[src/rtl/x_operand_pairer_pkg.sv]
// rtl/x_operand_pairer_pkg.sv - shared widths, latency constant and log2 helper for the operand pairer
package x_operand_pairer_pkg;

    localparam int DATA_WIDTH           = 64;
    localparam int X_CACHE_PUSH_LATENCY = 3;
    localparam int PAIR_COUNT_WIDTH     = 32;

    typedef struct packed {
        logic                  row_end;
        logic [DATA_WIDTH-1:0] val;
    } val_entry_t;

    function automatic int log2(input int value);
        int r;
        r = 0;
        while ((1 << r) < value) r = r + 1;
        return r;
    endfunction

endpackage

[src/rtl/x_operand_pairer_if.sv]
// rtl/x_operand_pairer_if.sv - x/value push streams, back-pressure and pair output bundle
interface x_operand_pairer_if;
    import x_operand_pairer_pkg::*;

    logic                        push_x;
    logic [DATA_WIDTH-1:0]       x_val;
    logic                        x_stall;
    logic                        push_val;
    logic [DATA_WIDTH-1:0]       val;
    logic                        val_row_end;
    logic                        val_almost_full;
    logic                        out_stall;
    logic                        push_pair;
    logic [DATA_WIDTH-1:0]       pair_a;
    logic [DATA_WIDTH-1:0]       pair_x;
    logic                        pair_row_end;
    logic [PAIR_COUNT_WIDTH-1:0] pair_count;
    logic                        overflow;

    modport slave (
        input  push_x, x_val, push_val, val, val_row_end, out_stall,
        output x_stall, val_almost_full, push_pair, pair_a, pair_x, pair_row_end,
               pair_count, overflow
    );

    modport master (
        output push_x, x_val, push_val, val, val_row_end, out_stall,
        input  x_stall, val_almost_full, push_pair, pair_a, pair_x, pair_row_end,
               pair_count, overflow
    );

endinterface

[src/rtl/pairer_sync_fifo.sv]
// rtl/pairer_sync_fifo.sv - show-ahead synchronous FIFO with occupancy count and drop flag
module pairer_sync_fifo
    import x_operand_pairer_pkg::*;
#(
    parameter  int WIDTH = 64,
    parameter  int DEPTH = 32,
    localparam int AW    = log2(DEPTH),
    localparam int CW    = AW + 1
) (
    input  logic             clk,
    input  logic             rst,
    input  logic             push,
    input  logic [WIDTH-1:0] din,
    input  logic             pop,
    output logic [WIDTH-1:0] dout,
    output logic [CW-1:0]    count,
    output logic             empty,
    output logic             full,
    output logic             drop
);

    logic [WIDTH-1:0] mem [DEPTH];
    logic [AW-1:0]    wr_ptr;
    logic [AW-1:0]    rd_ptr;
    logic             do_push;
    logic             do_pop;

    assign empty   = (count == '0);
    assign full    = (count == CW'(DEPTH));
    assign do_pop  = pop && !empty;
    // A full FIFO still takes a push when the head leaves in the same cycle.
    assign do_push = push && (!full || do_pop);
    assign drop    = push && full && !do_pop;
    assign dout    = mem[rd_ptr];

    always_ff @(posedge clk) begin
        if (do_push) mem[wr_ptr] <= din;
    end

    always_ff @(posedge clk) begin
        if (!rst) begin
            wr_ptr <= '0;
            rd_ptr <= '0;
            count  <= '0;
        end else begin
            if (do_push) wr_ptr <= wr_ptr + 1'b1;
            if (do_pop)  rd_ptr <= rd_ptr + 1'b1;
            if (do_push && !do_pop)      count <= count + 1'b1;
            else if (do_pop && !do_push) count <= count - 1'b1;
        end
    end

endmodule

[src/rtl/x_operand_pairer.sv]
// rtl/x_operand_pairer.sv - pairs buffered x values with matrix values in order for the PE multiplier
module x_operand_pairer
    import x_operand_pairer_pkg::*;
#(
    parameter int X_FIFO_DEPTH   = 32,
    parameter int VAL_FIFO_DEPTH = 32,
    parameter int STALL_MARGIN   = 4,
    parameter int VAL_AF_MARGIN  = 4
) (
    input logic             clk,
    input logic             rst,
    x_operand_pairer_if.slave bus
);

    localparam int XCW = log2(X_FIFO_DEPTH) + 1;
    localparam int VCW = log2(VAL_FIFO_DEPTH) + 1;

    // The x cache keeps pushing for its pipeline depth after it sees the stall.
    if (STALL_MARGIN < X_CACHE_PUSH_LATENCY + 1) begin : g_bad_stall_margin
        $error("STALL_MARGIN too small for the x-cache push pipeline");
    end
    if ((1 << log2(X_FIFO_DEPTH)) != X_FIFO_DEPTH || (1 << log2(VAL_FIFO_DEPTH)) != VAL_FIFO_DEPTH
        || X_FIFO_DEPTH < 2 || VAL_FIFO_DEPTH < 2) begin : g_bad_depth
        $error("FIFO depths must be powers of two and at least 2");
    end

    logic [DATA_WIDTH-1:0]       x_head;
    logic [XCW-1:0]              x_count;
    logic                        x_empty;
    logic                        x_full;
    logic                        x_drop;
    val_entry_t                  v_in;
    val_entry_t                  v_head;
    logic [VCW-1:0]              v_count;
    logic                        v_empty;
    logic                        v_full;
    logic                        v_drop;
    logic                        pop;

    logic                        push_pair_r;
    logic [DATA_WIDTH-1:0]       pair_a_r;
    logic [DATA_WIDTH-1:0]       pair_x_r;
    logic                        pair_row_end_r;
    logic [PAIR_COUNT_WIDTH-1:0] pair_count_r;
    logic                        overflow_r;

    assign v_in = '{row_end: bus.val_row_end, val: bus.val};
    assign pop  = !x_empty && !v_empty && !bus.out_stall;

    pairer_sync_fifo #(.WIDTH(DATA_WIDTH), .DEPTH(X_FIFO_DEPTH)) u_x_fifo (
        .clk   (clk),
        .rst   (rst),
        .push  (bus.push_x),
        .din   (bus.x_val),
        .pop   (pop),
        .dout  (x_head),
        .count (x_count),
        .empty (x_empty),
        .full  (x_full),
        .drop  (x_drop)
    );

    pairer_sync_fifo #(.WIDTH($bits(val_entry_t)), .DEPTH(VAL_FIFO_DEPTH)) u_val_fifo (
        .clk   (clk),
        .rst   (rst),
        .push  (bus.push_val),
        .din   (v_in),
        .pop   (pop),
        .dout  (v_head),
        .count (v_count),
        .empty (v_empty),
        .full  (v_full),
        .drop  (v_drop)
    );

    assign bus.x_stall         = (x_count >= XCW'(X_FIFO_DEPTH - STALL_MARGIN));
    assign bus.val_almost_full = (v_count >= VCW'(VAL_FIFO_DEPTH - VAL_AF_MARGIN));

    always_ff @(posedge clk) begin
        if (!rst) begin
            push_pair_r    <= 1'b0;
            pair_a_r       <= '0;
            pair_x_r       <= '0;
            pair_row_end_r <= 1'b0;
            pair_count_r   <= '0;
            overflow_r     <= 1'b0;
        end else begin
            push_pair_r <= pop;
            if (pop) begin
                pair_a_r       <= v_head.val;
                pair_x_r       <= x_head;
                pair_row_end_r <= v_head.row_end;
                pair_count_r   <= pair_count_r + 1'b1;
            end
            if (x_drop || v_drop) overflow_r <= 1'b1;
        end
    end

    assign bus.push_pair    = push_pair_r;
    assign bus.pair_a       = pair_a_r;
    assign bus.pair_x       = pair_x_r;
    assign bus.pair_row_end = pair_row_end_r;
    assign bus.pair_count   = pair_count_r;
    assign bus.overflow     = overflow_r;

endmodule

[src/flat_wrapper.sv]
// flat-port wrapper written by rule: the top's interface ports become plain ports
module x_operand_pairer_flat import x_operand_pairer_pkg::*;
#(
    parameter int X_FIFO_DEPTH   = 32,
    parameter int VAL_FIFO_DEPTH = 32,
    parameter int STALL_MARGIN   = 4,
    parameter int VAL_AF_MARGIN  = 4
)
  (clk, rst, bus_push_x, bus_x_val, bus_push_val, bus_val, bus_val_row_end, bus_out_stall, bus_x_stall, bus_val_almost_full, bus_push_pair, bus_pair_a, bus_pair_x, bus_pair_row_end, bus_pair_count, bus_overflow);
  x_operand_pairer_if bus_i ();
  input logic clk;
  input logic rst;
  input wire logic [$bits(bus_i.push_x)-1:0] bus_push_x;
  input wire logic [$bits(bus_i.x_val)-1:0] bus_x_val;
  input wire logic [$bits(bus_i.push_val)-1:0] bus_push_val;
  input wire logic [$bits(bus_i.val)-1:0] bus_val;
  input wire logic [$bits(bus_i.val_row_end)-1:0] bus_val_row_end;
  input wire logic [$bits(bus_i.out_stall)-1:0] bus_out_stall;
  output wire logic [$bits(bus_i.x_stall)-1:0] bus_x_stall;
  output wire logic [$bits(bus_i.val_almost_full)-1:0] bus_val_almost_full;
  output wire logic [$bits(bus_i.push_pair)-1:0] bus_push_pair;
  output wire logic [$bits(bus_i.pair_a)-1:0] bus_pair_a;
  output wire logic [$bits(bus_i.pair_x)-1:0] bus_pair_x;
  output wire logic [$bits(bus_i.pair_row_end)-1:0] bus_pair_row_end;
  output wire logic [$bits(bus_i.pair_count)-1:0] bus_pair_count;
  output wire logic [$bits(bus_i.overflow)-1:0] bus_overflow;
  assign bus_i.push_x = bus_push_x;
  assign bus_i.x_val = bus_x_val;
  assign bus_i.push_val = bus_push_val;
  assign bus_i.val = bus_val;
  assign bus_i.val_row_end = bus_val_row_end;
  assign bus_i.out_stall = bus_out_stall;
  assign bus_x_stall = bus_i.x_stall;
  assign bus_val_almost_full = bus_i.val_almost_full;
  assign bus_push_pair = bus_i.push_pair;
  assign bus_pair_a = bus_i.pair_a;
  assign bus_pair_x = bus_i.pair_x;
  assign bus_pair_row_end = bus_i.pair_row_end;
  assign bus_pair_count = bus_i.pair_count;
  assign bus_overflow = bus_i.overflow;
  x_operand_pairer #(.X_FIFO_DEPTH(X_FIFO_DEPTH), .VAL_FIFO_DEPTH(VAL_FIFO_DEPTH), .STALL_MARGIN(STALL_MARGIN), .VAL_AF_MARGIN(VAL_AF_MARGIN)) u_core (.clk(clk), .rst(rst), .bus(bus_i));
endmodule
[config.mk]
export PLATFORM = sky130hd
export DESIGN_NAME = x_operand_pairer_flat
export DESIGN_NICKNAME = d
export VERILOG_FILES = /design/src/rtl/x_operand_pairer_pkg.sv /design/src/rtl/x_operand_pairer_if.sv /design/src/rtl/pairer_sync_fifo.sv /design/src/rtl/x_operand_pairer.sv /design/src/flat_wrapper.sv
export SDC_FILE = /design/constraint.sdc
export NUM_CORES = 2
export LEC_CHECK = 0
export CAP_MARGIN = 15
export CORE_ASPECT_RATIO = 1.1
export CORE_MARGIN = 3
export CORE_UTILIZATION = 67
export CTS_CLUSTER_SIZE = 16
export DETAILED_ROUTE_END_ITERATION = 10
export MAX_ROUTING_LAYER = met4
export PLACE_DENSITY = 0.88
export SLEW_MARGIN = 20
export SYNTH_ARGS = -nofsm -noshare
export SYNTH_HDL_FRONTEND = slang
export SYNTH_MEMORY_MAX_BITS = 65536
export SYNTH_SLANG_ARGS = --single-unit
[constraint.sdc]
create_clock -name clk -period 11.7 [get_ports clk]
set_clock_uncertainty 0.1 [all_clocks]
set_input_delay 3.51 -clock clk [delete_from_list [all_inputs] [get_ports clk]]
set_output_delay 3.51 -clock clk [all_outputs]
set_load 0.05 [all_outputs]
==> flow_summary.toml <==
[run_status]
outcome = "finished clean"

[critical_path]
start_kind = "input pin"
critPathKind = "in2reg"
reg2regPathDepth = 7
cp.required_ps = 12090
r2r_start = "u_core.u_val_fifo.rd_ptr[0]"
endpoint = "u_core.u_val_fifo.mem[30][33]"
crit_start = "bus_out_stall"
crit_path_max_fanout = 35
r2r_end = "u_core.bus.pair_a[7]"
endpoint_kind = "register"
worst-r2r-setup-slack_ps = 6790
worstPathArrival_ps = 7560

[clock_tree]
root_buffer = "clkbuf_16"
clock-sinks = 4323
cts_setup_buffers = 0
clock_latency_ps = 950
cts_resized = 0
ctsHoldBuffers = 0
cts_tree = "built"
clk_pin_slew_ps = 60
cts-htree-levels = 5
cts_buffers = 397
cts_buffer_depth = 4

[timing]
worst_pin_slew_ps = 1270
setup_ws_ps = 4530
period_needed_ps = 7170
timing.hold.ws_ps = 378
setup_viol_count_final = 0
fmax_ghz = 0.139
final-max-slew-violation-count = 0
period_share = 0.613
setup_tns_ps = 0
maxSlewHeadroom = 0.153
hold_violations = 0
rsz0062_at_grt = "false"

[placed_design]
hpwlAfterDp_um = 246000
gp_congestion = 0.875
preCtsSetupSlack_ps = 3970
portBuffers = 298
placed_cell_area_um2 = 169000

[floorplanning]
num_rows = 188
dieArea_um2 = 248000
fp.coreArea_um2 = 240000
io_pins = 299
die_x_um = 476
dieHeight_um = 522
start_util = 0.677

[detailed_routing]
via_per_inst = 8.05
wl_per_cell_um = 44.2
drtAntennaViolNets = 0
drt-initial-drc-count = 17800
dr.pass1.iters = 8
drc = 0
dr_total_vias = 90700
routed_wl_um = 499000

[yosys]
ys_types = 71
synth_warnings = 0
yosys_most_used_dff = "edfxtp_1"
ys_seq_elements = 4323
syn-instance-count = 7315
yosysSeqAreaShare = 0.787
synthArstFlopShare = 0
avgSynthCellArea_um2 = 22.2
synth_edf_count = 4128
synth_area_um2 = 162000
mappedNetlistNets = 7472

[pwr]
leakagePower_nw = 55.5
p_clk_frac = 0.360
power.total_w = 0.0368
ir_drop_mv = 0.179
sequentialPowerShare = 0.482
p_int_w = 0.0268
p_sw_frac = 0.271
pwr-share-comb = 0.158
p_switching_w = 0.00995
p_per_area_nw_per_um2 = 202

[global_route]
grt.total_usage = 0.418
gr-total-overflow = 0
grt_max_degree = 132
grt_pass1_wl_um = 700000
grt_pass1_vias = 89200
antenna_found_initial = 36

[run]
cap_violations = 0

[layout]
stdcell_area_um2 = 182000
syn2layout_area_growth_pct = 11.9
fill_cells = 10800
layout-drive-gt1-share = 0.241
fin_nets = 7927

[worst_hold_path]
min_path_type = "reg2reg"
layout by cell type, fill, tap and decap left out, drive strengths merged, types with 27 or more instances in the layout:
master | netlist | final
buf | 259 | 257
o2111ai | 37 | 37
a21oi | 34 | 34
mux4 | 948 | 948
mux2 | 39 | 39
nor2 | 252 | 252
mux2i | 157 | 157
clkinv | 0 | 141
a22o | 109 | 109
o22ai | 223 | 223
nor4 | 48 | 48
clkbuf | 167 | 545
bufinv | 0 | 27
o41ai | 42 | 42
nand2 | 187 | 187
o21ai | 40 | 40
inv | 22 | 32
diode | 0 | 36
clkdlybuf4s50 | 0 | 224
edfxtp | 4128 | 4128
dfxtp | 195 | 195
a221oi | 108 | 108
layout make-up:
class	count	area, µm²	share of cell area
clock buffer	544	11000	0.0606
clock inverter	191	1760	0.00968
antenna	36	90.1	0.000495
tap	3135	3920	0.0216
inverter	22	85.1	0.000468
timing repair buffer	482	4140	0.0228
sequential	4323	128000	0.703
multi-input combinational	2544	32900	0.181
registers in the layout, summed over array words and instances, names as in the netlist:
| name | flops |
|---|---|
| u_core.u_x_fifo.count | 6 |
| u_core.u_x_fifo.rd_ptr | 5 |
| u_core.bus.pair_count | 32 |
| u_core.u_x_fifo.mem | 2048 |
| u_core.u_val_fifo.count | 6 |
| u_core.bus.pair_x | 64 |
| u_core.u_val_fifo.mem | 2080 |
| u_core.u_x_fifo.wr_ptr | 5 |
| u_core.u_val_fifo.rd_ptr | 5 |
| u_core.u_val_fifo.wr_ptr | 5 |
| u_core.bus.overflow | 1 |
| u_core.bus.pair_a | 64 |
| u_core.bus.push_pair | 1 |
| u_core.bus.pair_row_end | 1 |
through the flow:
stage | cells | utilization
final | 11300 | 0.758
after global routing | 11300 | 0.758
after CTS | 11200 | 0.759
after detailed placement | 10500 | 0.706
after global placement | 10500 | 0.706
after floorplan | 7315 | -
power groups by stage:
| stage | combinational [W] | clock [W] | sequential, W |
|---|---|---|---|
| finish | 0.00580 | 0.0132 | 0.0177 |
| global route | 0.00596 | 0.0137 | 0.0177 |
| CTS | 0.00573 | 0.0132 | 0.0177 |
| global placement | 0.00526 | 0 | 0.0180 |
| detailed placement | 0.00547 | 0 | 0.0180 |
| floorplan | 0.00330 | 0 | 0.0183 |
routing by layer:
layer | vias up | GRT usage | part of all wire
met4 | 0 | 0.243 | 0.082
li1 | 32000 | - | -
met1 | 44900 | 0.503 | 0.29
met5 | - | - | 0
met3 | 2555 | 0.0993 | 0.14
met2 | 11200 | 0.658 | 0.49
kinds of logic (layout without fill, tap and decap cells):
group,Yosys count,in the layout,synth area share
DFF,4323,4323,0.787
muxes,1144,1144,0.144
AOI/OAI and AO/OA,744,744,0.0349
and+or+nand+nor,604,604,0.0169
buffers and inverters,448,1239,0.0140
xor gates and xnor gates,29,29,0.00156
adders and majority gates,23,23,0.00186
other,0,36,0
worst min path at each step:
stage                                     from                         end  cells after the start
global placement          u_core.bus.pair_a[7]        u_core.bus.pair_a[7]                      2
finish               u_core.bus.pair_count[31]   u_core.bus.pair_count[31]                      2
detailed placement        u_core.bus.pair_a[8]        u_core.bus.pair_a[8]                      2
global route         u_core.bus.pair_count[31]   u_core.bus.pair_count[31]                      2
floorplan           u_core.u_val_fifo.count[5]  u_core.u_val_fifo.count[5]                      2
CTS                  u_core.bus.pair_count[31]   u_core.bus.pair_count[31]                      2
critical path, cell delays in order:
cell and delay [ps]:
clkdlybuf4s50_1 520, a31oi_1 410, o21a_1 450, nand2_1 690, nor2_4 1130, buf_4 740
Yosys cell counts, types with 8 or more instances:
master,instances,share of area
nand2_1,187,0.0043
o221ai_1,24,0.0013
o41ai_1,41,0.0022
nand2b_1,11,0.00042
a22o_1,109,0.0059
buf_2,150,0.0046
a32o_1,23,0.0014
buf_4,72,0.0033
a221oi_1,108,0.0058
inv_1,21,0.00049
a211o_1,19,0.0010
o2111ai_1,37,0.0020
o22ai_1,223,0.0086
o21ai_0,40,0.0012
or3_1,15,0.00058
a211oi_1,24,0.0011
edfxtp_1,4128,0.76
a22oi_1,23,0.0011
buf_1,18,0.00042
nor4_1,46,0.0018
clkbuf_1,167,0.0039
a21oi_1,33,0.0010
ha_1,21,0.0016
buf_6,19,0.0013
or4_1,8,0.00037
dfxtp_1,195,0.024
nor2b_1,8,0.00031
nor2_1,251,0.0058
mux2i_1,157,0.0097
o31ai_1,8,0.00037
xor2_1,11,0.00059
mux4_2,948,0.13
xnor2_1,18,0.00097
mux2_2,39,0.0027
nand4_1,15,0.00058
nand3_1,23,0.00071
Note: power is estimated with default switching activity, not from simulation.
